**src/rtl/dat_mem_arbiter.sv**
```systemverilog
// Two-requester arbiter in front of the single-port data memory: core (C) first, loader (L) with burst lock.
// Define DMEM_ARB_STARVE_EN to enable the loader starvation guard (STARVE_MAX).
module dat_mem_arbiter #(
    parameter int AW         = 8,
    parameter int DW         = 8,
    parameter int STARVE_MAX = 4
) (
    input  logic          clk,
    input  logic          reset,
    input  logic          c_req,
    input  logic          c_wr,
    input  logic [AW-1:0] c_addr,
    input  logic [DW-1:0] c_wdata,
    output logic          c_gnt,
    output logic          c_rvalid,
    output logic [DW-1:0] c_rdata,
    input  logic          l_req,
    input  logic          l_wr,
    input  logic [AW-1:0] l_addr,
    input  logic [DW-1:0] l_wdata,
    input  logic          l_lock,
    output logic          l_gnt,
    output logic          l_rvalid,
    output logic [DW-1:0] l_rdata,
    output logic          mem_wr_en,
    output logic [AW-1:0] mem_addr,
    output logic [DW-1:0] mem_wdata,
    input  logic [DW-1:0] mem_rdata,
    output logic [1:0]    arb_state
);
    // Handshake: a requester holds req/wr/addr/wdata until it sees gnt in the same cycle;
    // dropping req before gnt cancels. Read data follows with rvalid one cycle after gnt.

    typedef enum logic [1:0] {IDLE = 2'd0, C_OWN = 2'd1, L_OWN = 2'd2, L_LOCK = 2'd3} state_t;

    state_t        state;
    state_t        state_nxt;
    logic          starve_hit;
    logic          l_pick;
    logic [AW-1:0] addr_q;
    logic [DW-1:0] wdata_q;

    if (STARVE_MAX < 1 || STARVE_MAX > 15) begin : g_bad_starve_max
        $error("STARVE_MAX must be in 1..15");
    end

`ifdef DMEM_ARB_STARVE_EN
    logic [3:0] starve_cnt;

    always_ff @(posedge clk or posedge reset) begin
        if (reset)
            starve_cnt <= '0;
        else if (l_gnt || !l_req)
            starve_cnt <= '0;
        else if (c_gnt && starve_cnt != 4'(STARVE_MAX))
            starve_cnt <= starve_cnt + 4'd1;
    end

    assign starve_hit = (starve_cnt == 4'(STARVE_MAX));
`else
    assign starve_hit = 1'b0;
`endif

    // Grants are combinational and masked while reset is high so nothing reaches the memory.
    always_comb begin
        l_pick    = l_req && ((state == L_LOCK) || starve_hit || !c_req);
        l_gnt     = !reset && l_pick;
        c_gnt     = !reset && c_req && !l_pick;
        mem_wr_en = (c_gnt && c_wr) || (l_gnt && l_wr);
        mem_addr  = addr_q;
        mem_wdata = wdata_q;
        if (c_gnt) begin
            mem_addr  = c_addr;
            mem_wdata = c_wdata;
        end else if (l_gnt) begin
            mem_addr  = l_addr;
            mem_wdata = l_wdata;
        end
    end

    always_comb begin
        state_nxt = IDLE;
        if (state == L_LOCK && !(l_req && l_lock))
            state_nxt = IDLE;
        else if (l_gnt && l_lock)
            state_nxt = L_LOCK;
        else if (l_gnt)
            state_nxt = L_OWN;
        else if (c_gnt)
            state_nxt = C_OWN;
    end

    always_ff @(posedge clk or posedge reset) begin
        if (reset)
            state <= IDLE;
        else
            state <= state_nxt;
    end

    assign arb_state = state;

    // Address/data hold the last granted values so idle cycles never present new bus activity.
    always_ff @(posedge clk or posedge reset) begin
        if (reset) begin
            addr_q  <= '0;
            wdata_q <= '0;
        end else if (c_gnt || l_gnt) begin
            addr_q  <= mem_addr;
            wdata_q <= mem_wdata;
        end
    end

    always_ff @(posedge clk or posedge reset) begin
        if (reset) begin
            c_rvalid <= 1'b0;
            c_rdata  <= '0;
            l_rvalid <= 1'b0;
            l_rdata  <= '0;
        end else begin
            c_rvalid <= c_gnt && !c_wr;
            l_rvalid <= l_gnt && !l_wr;
            if (c_gnt && !c_wr)
                c_rdata <= mem_rdata;
            if (l_gnt && !l_wr)
                l_rdata <= mem_rdata;
        end
    end

endmodule

```
**config.mk**
```make
export PLATFORM = sky130hd
export DESIGN_NAME = dat_mem_arbiter
export DESIGN_NICKNAME = d
export VERILOG_FILES = /design/src/rtl/dat_mem_arbiter.sv
export SDC_FILE = /design/constraint.sdc
export NUM_CORES = 1
export LEC_CHECK = 0
export CAP_MARGIN = 40
export CORE_MARGIN = 1
export CORE_UTILIZATION = 35
export CTS_BUF_LIST = sky130_fd_sc_hd__clkbuf_8
export CTS_CLUSTER_DIAMETER = 200
export DETAILED_ROUTE_END_ITERATION = 8
export PLACE_DENSITY_LB_ADDON = 0.08
export REMOVE_ABC_BUFFERS = 1
export SETUP_SLACK_MARGIN = 0.02
export SKIP_LAST_GASP = 1
export SYNTH_ARGS = -nofsm -noshare
export SYNTH_HDL_FRONTEND = slang
export SYNTH_SLANG_ARGS = --single-unit
```
**constraint.sdc**
```tcl
create_clock -name clk -period 3.1 [get_ports clk]
set_input_delay 0.465 -clock clk [delete_from_list [all_inputs] [get_ports clk]]
set_output_delay 0.465 -clock clk [all_outputs]
set_load 0.01 [all_outputs]
```
==> results.yml <==
status:
  status: "completed"
clock_tree:
  htreeDepth: 2
  ctsHoldBuffers: 0
  clockRootBuffer: "clkbuf_8"
  path_clk_slew_ns: 0.07
  cts_buffers: 5
  tritoncts: "done"
  cts_num_sinks: 36
  clk_path_buf_depth: 2
  clock_insertion_delay_worst_skew_ns: 0.29
floorplan:
  rows: 24
  io_pins: 86
  dieArea_um2: 5141
  core_um2: 4504
  dieHeight_um: 71.70
  initial_core_util_pct: 37.75
  die_x_um: 71.70
route:
  routedWlPerCell_um: 14.94
  drc_errors: 0
  totalWireLength_um: 3959
  antenna_left: 0
  via_per_inst: 5.385
  vias: 1427
  dr.pass1.iters: 4
  dr.first_iter.drc_count: 50
setup_path:
  start_kind: "input port"
  crit_path_frequent_cell: "clkdlybuf4s50_1"
  crit_type: "input port to output pin"
  path_max_fanout: 35
  cp-end-kind: "output pin"
  critPathMaxStageDelay_ns: 0.54
  cp.arrival_ns: 2.45
  cp.required_ns: 2.63
  crit_path_top_delay_cell: "clkdlybuf4s50_1"
  crit_chain: "clkdlybuf4s50_1 > a21bo_2 > and3_1 > buf_12 > a221o_1 > clkdlybuf4s50_1"
sta:
  slew_headroom_pct: 65.18
  slew_viol_final: 0
  worst_pin_slew_ns: 0.5220
  fmax_mhz: 342.6
  fin_tns_setup_ns: 0
  period_minus_slack_ns: 2.918
  post-route-period-util_pct: 94.14
  clock_skew_ns: 0.006475
  final_hold_viol_count: 0
  rsz0062_at_grt: "no"
  setup_viol: 0
logic_synthesis:
  yosys-top-cells-count: "36 x dfrtp_1, 27 x a221o_1, 16 x and2_1, 16 x mux2_2, 5 x a221o_2"
  avgSynthCellArea_um2: 13.50
  synth_cell_type_count: 20
  async_flop_share_pct: 100.0
  syn_inst: 126
  synth_top_area_cell: "dfrtp_1"
  yosys_warnings: 0
  synth_top_area_share_pct: 52.98
  synth-edff-count: 0
  synth_area_um2: 1700
  synth-seq-cells: 36
  yosysMostFrequentCell: "dfrtp_1"
  ys_seq_area_share_pct: 52.98
  synthTopCellsByArea: "dfrtp_1 53%, a221o_1 16%, mux2_2 11%"
  synthFlopType: "dfrtp_1"
layout:
  layout-drive-gt1-share_pct: 17.37
  fin_util_pct: 60.69
  num_antenna_cells: 0
  num-fill-cells: 367
  final_nets: 259
  area.growth.synth_to_final_pct: 60.78
global_route:
  grt_first_pass_wirelength_um: 6748
  grt-ovfl-total: 0
  use_met2_pct: 27.04
  antenna_found_initial: 0
  grtUsageMet3_pct: 4.641
  grtUsageTotal_pct: 16.88
  gr-usage-met1_pct: 21.82
  busiest_layer: "met2"
  grt_start_max_net_pins: 37
  grt_pass1_vias: 1447
place:
  place_hpwl_um: 2782
  port_buffers: 85
  gp_congestion: 0.7068
power_and_ir_drop:
  ir_worst_vdd_uv: 522.6
  leakage_uw: 0.001143
  power.density_nw_per_um2: 573.3
job:
  maxCapViolations: 0
worst_hold_path:
  hold_class: "register to register"
-- state kept, by name, summed over array words and instances (netlist names) --
| name | count |
|---|---|
| c_rvalid | 1 |
| wdata_q | 8 |
| arb_state | 2 |
| addr_q | 8 |
| l_rdata | 8 |
| l_rvalid | 1 |
| c_rdata | 8 |
-- per-layer routing --
metal  share of wire (%)  vias to the layer above
li1                    -                      662
met1                  44                      688
met2                  46                       69
met3                 7.7                        8
met4                 1.7                        0
met5                   0                        -
-- power by group --
part	total [uW]	internal, uW	switching, uW
Combinational	428	273	155
Sequential	571	543	27.9
Clock	569	402	167
-- area by class of cell --
| type | count | area (um^2) | area share [%] |
|---|---|---|---|
| Clock buffer | 5 | 68.82 | 2.517 |
| Clock inverter | 3 | 90.09 | 3.295 |
| Inverter | 3 | 11.26 | 0.4119 |
| Multi-Input combinational cell | 78 | 699.4 | 25.58 |
| Sequential cell | 36 | 900.9 | 32.95 |
| Tap cell | 52 | 65.06 | 2.380 |
| Timing Repair Buffer | 88 | 898.4 | 32.86 |
-- cell usage in the layout (no fill, tap or decap) --
master / netlist / layout
nand3_1: 2 / 2
buf_12: 0 / 2
nor3b_1: 2 / 2
a21oi_1: 1 / 1
and3_1: 2 / 2
a22o_2: 1 / 1
dfrtp_1: 36 / 36
a21bo_2: 1 / 1
and2_2: 1 / 1
o21bai_2: 0 / 1
and2_1: 16 / 16
buf_4: 0 / 1
bufinv_16: 0 / 3
a221o_1: 27 / 27
mux2_2: 16 / 16
clkdlybuf4s50_1: 0 / 85
a221o_2: 5 / 5
clkbuf_8: 0 / 5
inv_2: 1 / 1
nand2_1: 3 / 3
inv_1: 2 / 2
-- critical path, delay by kind of cell --
family	cells	cell delay, ns
buffers and inverters	3	1.21
AO/OA/AOI/OAI	2	0.55
AND/OR/NAND/NOR	1	0.21
-- logic make-up (layout without fill, tap and decap cells) --
kind of cell | count (synthesis) | in the layout | share of synthesized area, %
AOI/OAI and AO/OA | 36 | 36 | 21.12
DFF | 36 | 36 | 52.98
and+or+nand+nor | 26 | 26 | 9.198
muxes | 16 | 16 | 10.60
buffers and inverters | 12 | 99 | 6.107
-- path summary, 6_finish.rpt --
path / from / endpoint / slack [ns] / cells after the start
setup / recovery: c_req / mem_wdata[2] / 0.18 / 6
hold / removal: c_rdata[0]$_DFFE_PP0P_ / c_rdata[0]$_DFFE_PP0P_ / 0.51 / 1
setup reg to reg: arb_state[0]$_DFF_PP0_ / addr_q[5]$_DFFE_PP0P_ / 1.59 / 4
hold reg to reg: c_rdata[0]$_DFFE_PP0P_ / c_rdata[0]$_DFFE_PP0P_ / 0.51 / 1
max in group asynchronous: reset / wdata_q[2]$_DFFE_PP0P_ / 2.01 / 3
min in group asynchronous: reset / arb_state[1]$_DFF_PP0_ / 0.76 / 3
-- through the flow --
stage | area, um^2 | power, uW | hold slack, ns | setup WS [ns] | std cells
after global routing | 2734 | 1643 | 0.5331 | 0.1199 | 265
after floorplan | 1608 | 754.1 | 0.5281 | 0.1832 | 117
after global placement | 2571 | 1000 | 0.4873 | 0.07354 | 257
after detailed placement | 2571 | 1009 | 0.4923 | 0.009512 | 257
after CTS | 2734 | 1589 | 0.5087 | 0.1919 | 265
final | 2734 | 1567 | 0.5057 | 0.1815 | 265
-- timing repair --
action	in CTS	in global routing
resized for setup	1	0
setup endpoints to repair	8	0
buffers inserted	0	0
No activity file was read; power rests on OpenSTA's default activity.
